==> config.mk <==
export PLATFORM = sky130hd
export DESIGN_NAME = ppu_scroll_cntr
export DESIGN_NICKNAME = d
export VERILOG_FILES = /design/src/rtl/ppu_scroll_cntr.sv
export SDC_FILE = /design/constraint.sdc
export NUM_CORES = 1
export LEC_CHECK = 0
export ABC_CLOCK_PERIOD_IN_PS = 2100
export CORE_MARGIN = 3
export CORE_UTILIZATION = 40
export CTS_CLUSTER_DIAMETER = 60
export CTS_CLUSTER_SIZE = 40
export DETAILED_ROUTE_END_ITERATION = 8
export PLACE_DENSITY = 0.89
export SLEW_MARGIN = 5
export SYNTH_ARGS = -nofsm -noshare
export SYNTH_HDL_FRONTEND = slang
export SYNTH_SLANG_ARGS = --single-unit
==> constraint.sdc <==
create_clock -name clk_in -period 2.1 [get_ports clk_in]
set_input_delay 0.42 -clock clk_in [delete_from_list [all_inputs] [get_ports clk_in]]
set_output_delay 0.42 -clock clk_in [all_outputs]
set_load 0.02 [all_outputs]
==> src/rtl/ppu_scroll_cntr.sv <==
// Loopy-style VRAM address / scroll counter: latch loads, CPU $2007 increments, per-dot render stepping.
// Optional PPU_SCROLL_GLITCH_EN: $2007 access during rendering performs coarse-X + fine-Y increments.
module ppu_scroll_cntr #(
   parameter int PRE_LINE  = 261,
   parameter int VIS_LINES = 240
) (
   input  logic        clk_in,
   input  logic        rst_n_in,
   input  logic [2:0]  fv_in,
   input  logic [4:0]  vt_in,
   input  logic        v_in,
   input  logic [2:0]  fh_in,
   input  logic [4:0]  ht_in,
   input  logic        h_in,
   input  logic        upd_cntrs_in,
   input  logic        inc_addr_in,
   input  logic        inc_addr_amt_in,
   input  logic        bg_en_in,
   input  logic        dot_pulse_in,
   input  logic [8:0]  x_in,
   input  logic [8:0]  y_in,
   output logic [13:0] vram_a_out,
   output logic [13:0] nt_a_out,
   output logic [13:0] at_a_out,
   output logic [2:0]  fine_x_out
);

   localparam logic [8:0] PRE_L = 9'(PRE_LINE);
   localparam logic [8:0] VIS_L = 9'(VIS_LINES);

   // cnt layout: [14:12] fv, [11] v, [10] h, [9:5] vt, [4:0] ht
   logic [14:0] cnt_q, cnt_d;
   logic [2:0]  fine_x_q, fine_x_d;
   logic [14:0] step_c;
   logic        rend_active;
   logic        cx_dot;
   logic        vreload_dot;

   function automatic logic [14:0] inc_cx(input logic [14:0] c);
      logic [14:0] r;
      r = c;
      if (c[4:0] == 5'd31) begin
         r[4:0] = 5'd0;
         r[10]  = ~c[10];
      end else begin
         r[4:0] = c[4:0] + 5'd1;
      end
      return r;
   endfunction

   // Row 29 is the last nametable row; rows 30/31 (attribute space) wrap without switching tables.
   function automatic logic [14:0] inc_fy(input logic [14:0] c);
      logic [14:0] r;
      r = c;
      if (c[14:12] != 3'd7) begin
         r[14:12] = c[14:12] + 3'd1;
      end else begin
         r[14:12] = 3'd0;
         if (c[9:5] == 5'd29) begin
            r[9:5] = 5'd0;
            r[11]  = ~c[11];
         end else if (c[9:5] == 5'd31) begin
            r[9:5] = 5'd0;
         end else begin
            r[9:5] = c[9:5] + 5'd1;
         end
      end
      return r;
   endfunction

   assign rend_active = bg_en_in & ((y_in < VIS_L) | (y_in == PRE_L));
   assign cx_dot      = ((x_in[2:0] == 3'd0) && (x_in >= 9'd8) && (x_in <= 9'd256)) ||
                        (x_in == 9'd328) || (x_in == 9'd336);
   assign vreload_dot = (y_in == PRE_L) && (x_in >= 9'd280) && (x_in <= 9'd304);

   always_comb begin
      step_c = cnt_q;
      if (cx_dot)           step_c = inc_cx(step_c);
      if (x_in == 9'd256)   step_c = inc_fy(step_c);
      if (x_in == 9'd257) begin
         step_c[10]  = h_in;
         step_c[4:0] = ht_in;
      end
      if (vreload_dot) begin
         step_c[14:12] = fv_in;
         step_c[11]    = v_in;
         step_c[9:5]   = vt_in;
      end
   end

   always_comb begin
      cnt_d    = cnt_q;
      fine_x_d = fine_x_q;
      if (upd_cntrs_in) begin
         cnt_d    = {fv_in, v_in, h_in, vt_in, ht_in};
         fine_x_d = fh_in;
      end else if (inc_addr_in) begin
         if (!rend_active) begin
            cnt_d = cnt_q + (inc_addr_amt_in ? 15'd32 : 15'd1);
         end else begin
`ifdef PPU_SCROLL_GLITCH_EN
            cnt_d = inc_fy(inc_cx(cnt_q));
`else
            cnt_d = cnt_q;
`endif
         end
      end else if (dot_pulse_in && rend_active) begin
         cnt_d = step_c;
      end
   end

   always_ff @(posedge clk_in or negedge rst_n_in) begin
      if (!rst_n_in) begin
         cnt_q    <= '0;
         fine_x_q <= '0;
      end else begin
         cnt_q    <= cnt_d;
         fine_x_q <= fine_x_d;
      end
   end

   assign vram_a_out = cnt_q[13:0];
   assign nt_a_out   = {2'b10, cnt_q[11:0]};
   assign at_a_out   = {2'b10, cnt_q[11], cnt_q[10], 4'b1111, cnt_q[9:7], cnt_q[4:2]};
   assign fine_x_out = fine_x_q;

endmodule

==> metrics, run 1 <==
# diodes=0; count of mapped cells out of synthesis=268; Worst path depth=7; Pre-antenna DRT Iters=5; fin crit share=100%; Die H=79.5 um; I/O pin count=88; flop-to-flop setup slack=10 ps; Die Footprint=0.00632 mm2; clk buf depth=2; P&R area growth vs syn=60.9%; Logic pwr share=58.7%; worst path buffer plus inverter count=3; async set-or-reset flop fraction in the synthesized netlist=100%; Final Hold Fails=0; Area after DPL=0.00312 mm2; global route overflow=0; slowest stage cell, crit path=clkdlybuf4s50_1; # DRC=0; total power draw=2.11 mW; Crit path largest cell delay=590 ps; synth warn=0; Clock Skews=6.67 ps; CP Class=in2reg; initial antenna violation count=0; final setup margin=-5.82 ps; power share of the sequential group=26.5%; worst path required time=2260 ps; sequential fraction of the synthesis area=20.8%; most common cell after layout, fill and taps aside=buf_4; routed via count=2735; layout cells sized above 1=35.6%; FP Rows=26; Worst setup EP type=flip-flop; vias in the first global route=2727; root buffer cell=clkbuf_8; max_cap viols=0; Core Area=0.00517 mm2; Worst-path clk slew=80 ps; outcome=complete, but fails checks; Final min period=2110 ps; Final Core Density=67.2%; final instance area=0.00348 mm2; Hold Crit Class=in2async; sw frac=42.9%; routability cong.=0.926; final setup fails=1; setup_tns=-5.82 ps; CTS Buf Count=3; max-slew violation count=0; Critical R2R Capture=cnt_q[11]; R2R depth=10; die width=79.5 um; first-pass GRT wire length=13300 um; Worst Setup SP=upd_cntrs_in; most frequent cells in the layout=buf_4 (66), clkdlybuf4s50_1 (61), nand2_1 (20); Total GRT Usage=26.9%; Avg Cell Area, Syn=8.07 um2; Max Clk Rate=0.475 GHz; WL final=8910 um; crit path launch type=input pin; crit-path cells=clkdlybuf4s50_1 -> clkinv_1 -> buf_4 -> nand2_1 -> nor4b_1 -> a311oi_1 -> o21ai_1; Initial Util=41.8%; pwr/cell area=607 mW/mm2; CP arrival=2260 ps; crit-path max FO=9; Wirelength per Cell=20.1 um; end of the critical path=cnt_q[14]; worst r2r src=cnt_q[0]; Yosys reg bits=18; final HPWL from detailed placement=5490 um; H-tree depth=1; largest net degree at the start of global routing=19; clk sinks=18; Total Nets Final=428; Post-synth EDFFs=0; I/O Buffers=79; initial DRC count=326; Synth Flop Type=dfrtp_1; P_int=1.20 mW; Skew-Pair Late Insertion Delay=270 ps; Clock Power Share=14.8%; Largest delay share family, worst path=buffers and inverters; Leak=1.52 nW; VDD IR max=0.352 mV; failing checks=setup timing; CTS tree=built; Mapped Area=0.00216 mm2; P_sw=0.906 mW; synth unique cells=62; final antenna-violating net count=0; Via density=6.16
-- power groups by stage --
| stage | Clock, mW | Combinational (mW) | Sequential, mW |
|---|---|---|---|
| floorplan | 0 | 0.750 | 0.504 |
| finish | 0.313 | 1.24 | 0.559 |
| global placement | 0 | 1.06 | 0.540 |
| global route | 0.332 | 1.31 | 0.571 |
| detailed placement | 0 | 1.09 | 0.549 |
| CTS | 0.299 | 1.14 | 0.552 |
-- cell type report --
class	count	area, um2
multi-input cells	198	1570
clock buffers	4	55.1
flip-flops and latches	18	454
fillers	366	1690
inverters	7	26.3
well taps	70	87.6
repair buffers	147	1280
-- worst register-to-register path, delay by kind of cell, from the launching register on --
family	cells	cell delay [ps]
compound gates	1	210
fa+ha+maj	1	230
buf+inv	3	380
flops	1	440
mux	2	310
simple gates	3	440
-- worst min path at each step --
| stage | slack, ps | depth (start not counted) | end | startpoint |
|---|---|---|---|---|
| after floorplan | 120 | 0 | cnt_q[0] | rst_n_in |
| after global placement | 490 | 1 | fine_x_out[2] | fine_x_out[2] |
| after detailed placement | 500 | 1 | fine_x_out[1] | fine_x_out[1] |
| after CTS | 520 | 2 | cnt_q[9] | rst_n_in |
| after global routing | 520 | 2 | cnt_q[13] | rst_n_in |
| final | 500 | 2 | cnt_q[13] | rst_n_in |
-- what timing repair did --
item                                   4_1_cts  5_1_grt
pin swaps                                   19       15
hold buffers                                 0        0
gates cloned                                 1        0
setup endpoints to repair                   14       14
setup buffers                                8        4
resized for setup                           43       42
endpoints found under the hold margin        0        0
-- logic make-up (layout without fill, tap and decap cells) --
group | count (synthesis) | count (layout) | synth area share, %
xor+xnor | 8 | 8 | 3.24
compound gates | 73 | 73 | 22.9
simple gates | 89 | 90 | 24.1
other cells | 2 | 8 | 0.347
buf+inv | 59 | 158 | 18.1
flops | 18 | 18 | 20.8
mux | 9 | 9 | 4.69
fa+ha+maj | 10 | 10 | 5.79
-- Yosys cell counts, types with 4 or more instances --
cell type  instances  area (um2)
o211ai_1           6        45.0
nand3_1           10        50.1
a21oi_1           16        80.1
inv_1              6        22.5
nor2_1            17        63.8
xor2_1             6        52.6
o22ai_1            6        37.5
nand4_1            4        25.0
clkbuf_1           5        18.8
and3_1             6        37.5
dfrtp_1           18         450
ha_1              10         125
buf_4             42         315
nand2_1           23        86.3
o21ai_0           11        55.1
o21ai_1            4        20.0
-- routing by layer --
layer  global-route usage [%]  vias up  wire length [um]
met5                        0        -                 0
met1                     31.5     1295              3310
met3                     6.55       67               876
met4                     15.6        0               512
met2                     44.3      222              4210
li1                         -     1151                 -
-- flip-flops by register name (all words and copies together), names as in the netlist --
signal,count
cnt_q,15
fine_x_out,3
-- metrics by stage --
stage / cells / hold slack (ps) / setup slack (ps)
6_report: 444 / 496 / -5.82
5_1_grt: 444 / 524 / -54.3
4_1_cts: 440 / 516 / 6.36
3_5_place_dp: 427 / 504 / -501
3_3_place_gp: 427 / 488 / -397
2_1_floorplan: 274 / 124 / 107
(Power assumes the default switching activity.)
==> inputs of run 2 (changes only) <==
--- a/config.mk
+++ b/config.mk
@@ -12,6 +12,7 @@
 export CTS_CLUSTER_SIZE = 40
 export DETAILED_ROUTE_END_ITERATION = 8
 export PLACE_DENSITY = 0.89
+export RECOVER_POWER = 25
 export SLEW_MARGIN = 5
 export SYNTH_ARGS = -nofsm -noshare
 export SYNTH_HDL_FRONTEND = slang
==> metrics, run 2 (synthesis results as in run 1) <==
slowest stage cell, crit path=clkdlybuf4s50_1; final HPWL from detailed placement=5490 um; total power draw=2.11 mW; Via density=6.22; global route overflow=0; Largest delay share family, worst path=buffers and inverters; H-tree depth=1; crit-path cells=clkdlybuf4s50_1 -> clkinv_1 -> buf_4 -> nand2_1 -> nor4b_1 -> a311oi_1 -> o21ai_1; Skew-Pair Late Insertion Delay=280 ps; Core Area=0.00517 mm2; outcome=completed; Total Nets Final=428; DR WL met2=4160 um; max-slew violation count=0; Total GRT Usage=26.9%; clk sinks=18; Fillers=368; Initial Util=41.8%; initial DRC count=337; # DRC=0; CP arrival=2260 ps; Slew headroom=25.3%; sw frac=43.1%; Die Footprint=0.00632 mm2; most frequent cells in the layout=buf_4 (65), clkdlybuf4s50_1 (60), nand2_1 (20); crit-path max FO=9; Final Hold Fails=0; worst path buffer plus inverter count=3; layout cells sized above 1=35.3%; P&R area growth vs syn=60.7%; max_cap viols=0; final setup fails=0; first-pass GRT wire length=13300 um; top sig layer=met4; final antenna-violating net count=0; Max Clk Rate=0.477 GHz; fin crit share=99.9%; clk buf depth=2; Leak=1.52 nW; CTS Buf Count=3; largest net degree at the start of global routing=19; Final Core Density=67.2%; WL final=8880 um; Worst-path clk slew=90 ps; Logic pwr share=58.6%; routed via count=2763; worst path required time=2260 ps; Clock Power Share=14.9%; Pre-antenna DRT Iters=7; routability cong.=0.926; Wirelength per Cell=20.0 um; I/O pin count=88; FP Rows=26; WL met1=3210 um; Least-Margin Pin Slew=1120 ps; hold_buf cts=0; Hold Crit Class=reg2reg; CTS tree=built; Worst setup EP type=flip-flop; root buffer cell=clkbuf_8; pwr/cell area=608 mW/mm2; initial antenna violation count=0; VDD IR max=0.350 mV; die width=79.5 um; Die H=79.5 um; max reg flops=15; power share of the sequential group=26.5%; I/O Buffers=79; routed wl met3=954 um; Final min period=2100 ps; CP Class=in2reg; most common cell after layout, fill and taps aside=buf_4; P_sw=0.910 mW; Crit path largest cell delay=600 ps; # diodes=0; crit path launch type=input pin; vias in the first global route=2727; P_int=1.20 mW; Top reg by flops=cnt_q; Clock Skews=9.82 ps
## run 2: cell types whose count changed in the layout (fill, tap and decap cells not counted)
cell             change
buf_4                -1
dlygate4sd3_1        +1
clkbuf_1             +1
clkdlybuf4s50_1      -1
## run 2: worst paths after layout
| kind | from | end | slack [ps] | cells past startpoint |
|---|---|---|---|---|
| max | upd_cntrs_in | cnt_q[14] | 3 | 7 |
| min | fine_x_out[1] | fine_x_out[1] | 520 | 1 |
| max reg2reg | cnt_q[0] | cnt_q[11] | 3 | 10 |
| min reg2reg | fine_x_out[1] | fine_x_out[1] | 520 | 1 |
| max in group asynchronous | rst_n_in | cnt_q[5] | 470 | 2 |
| min in group asynchronous | rst_n_in | cnt_q[6] | 880 | 2 |
## run 2: final cells by class
cell class,count,area [um2],share of cell area (%)
inverter,7,26.3,0.756
multi-input combinational,198,1570,45.3
timing repair buffer,147,1280,36.8
tap,70,87.6,2.52
clock buffer,4,55.1,1.58
sequential,18,454,13.1
## run 2: worst reg2reg max path, stage by stage (launching register included)
cell	delay, ps
dfrtp_2	440
ha_2	230
buf_4	110
buf_4	100
nand3_2	100
o21ai_2	210
buf_4	170
nand2_2	50
mux2i_1	130
nor4_2	290
mux2_4	180
## run 2: power groups by stage
stage	clock, mW	combinational (mW)	sequential, mW
floorplan	0	0.750	0.504
global placement	0	1.06	0.540
detailed placement	0	1.09	0.549
CTS	0.299	1.14	0.552
global route	0.332	1.31	0.571
finish	0.316	1.24	0.560
## run 2: metal layers
metal	vias up	global-route usage, %
met3	73	6.55
met5	-	0
met4	0	15.6
li1	1151	-
met2	254	44.3
met1	1285	31.5
## run 2: through the flow
stage | hold slack [ps] | instance area (um2) | setup TNS, ps | setup WS, ps | std cells
after floorplan | 124 | 2180 | 0 | 107 | 274
after global placement | 488 | 3120 | -4920 | -397 | 427
after detailed placement | 504 | 3120 | -6110 | -501 | 427
after CTS | 516 | 3360 | 0 | 6.36 | 440
after global routing | 536 | 3470 | -131 | -54.3 | 444
final | 517 | 3470 | 0 | 2.95 | 444
## run 2: repair_timing
| action | CTS | global route |
|---|---|---|
| gates cloned | 1 | 0 |
| endpoints found under the setup margin | 14 | 14 |
| hold endpoints to repair | 0 | 0 |
| resized for setup | 43 | 42 |
| buffers inserted | 8 | 4 |
| pin swaps | 19 | 15 |
==> inputs of run 3 (changes only) <==
--- a/config.mk
+++ b/config.mk
@@ -9,7 +9,6 @@
 export CORE_MARGIN = 3
 export CORE_UTILIZATION = 40
 export CTS_CLUSTER_DIAMETER = 60
-export CTS_CLUSTER_SIZE = 40
 export DETAILED_ROUTE_END_ITERATION = 8
 export PLACE_DENSITY = 0.89
 export RECOVER_POWER = 25
==> results of run 3 <==
No change in the layout: final DEF, timing and power equal those of run 2.
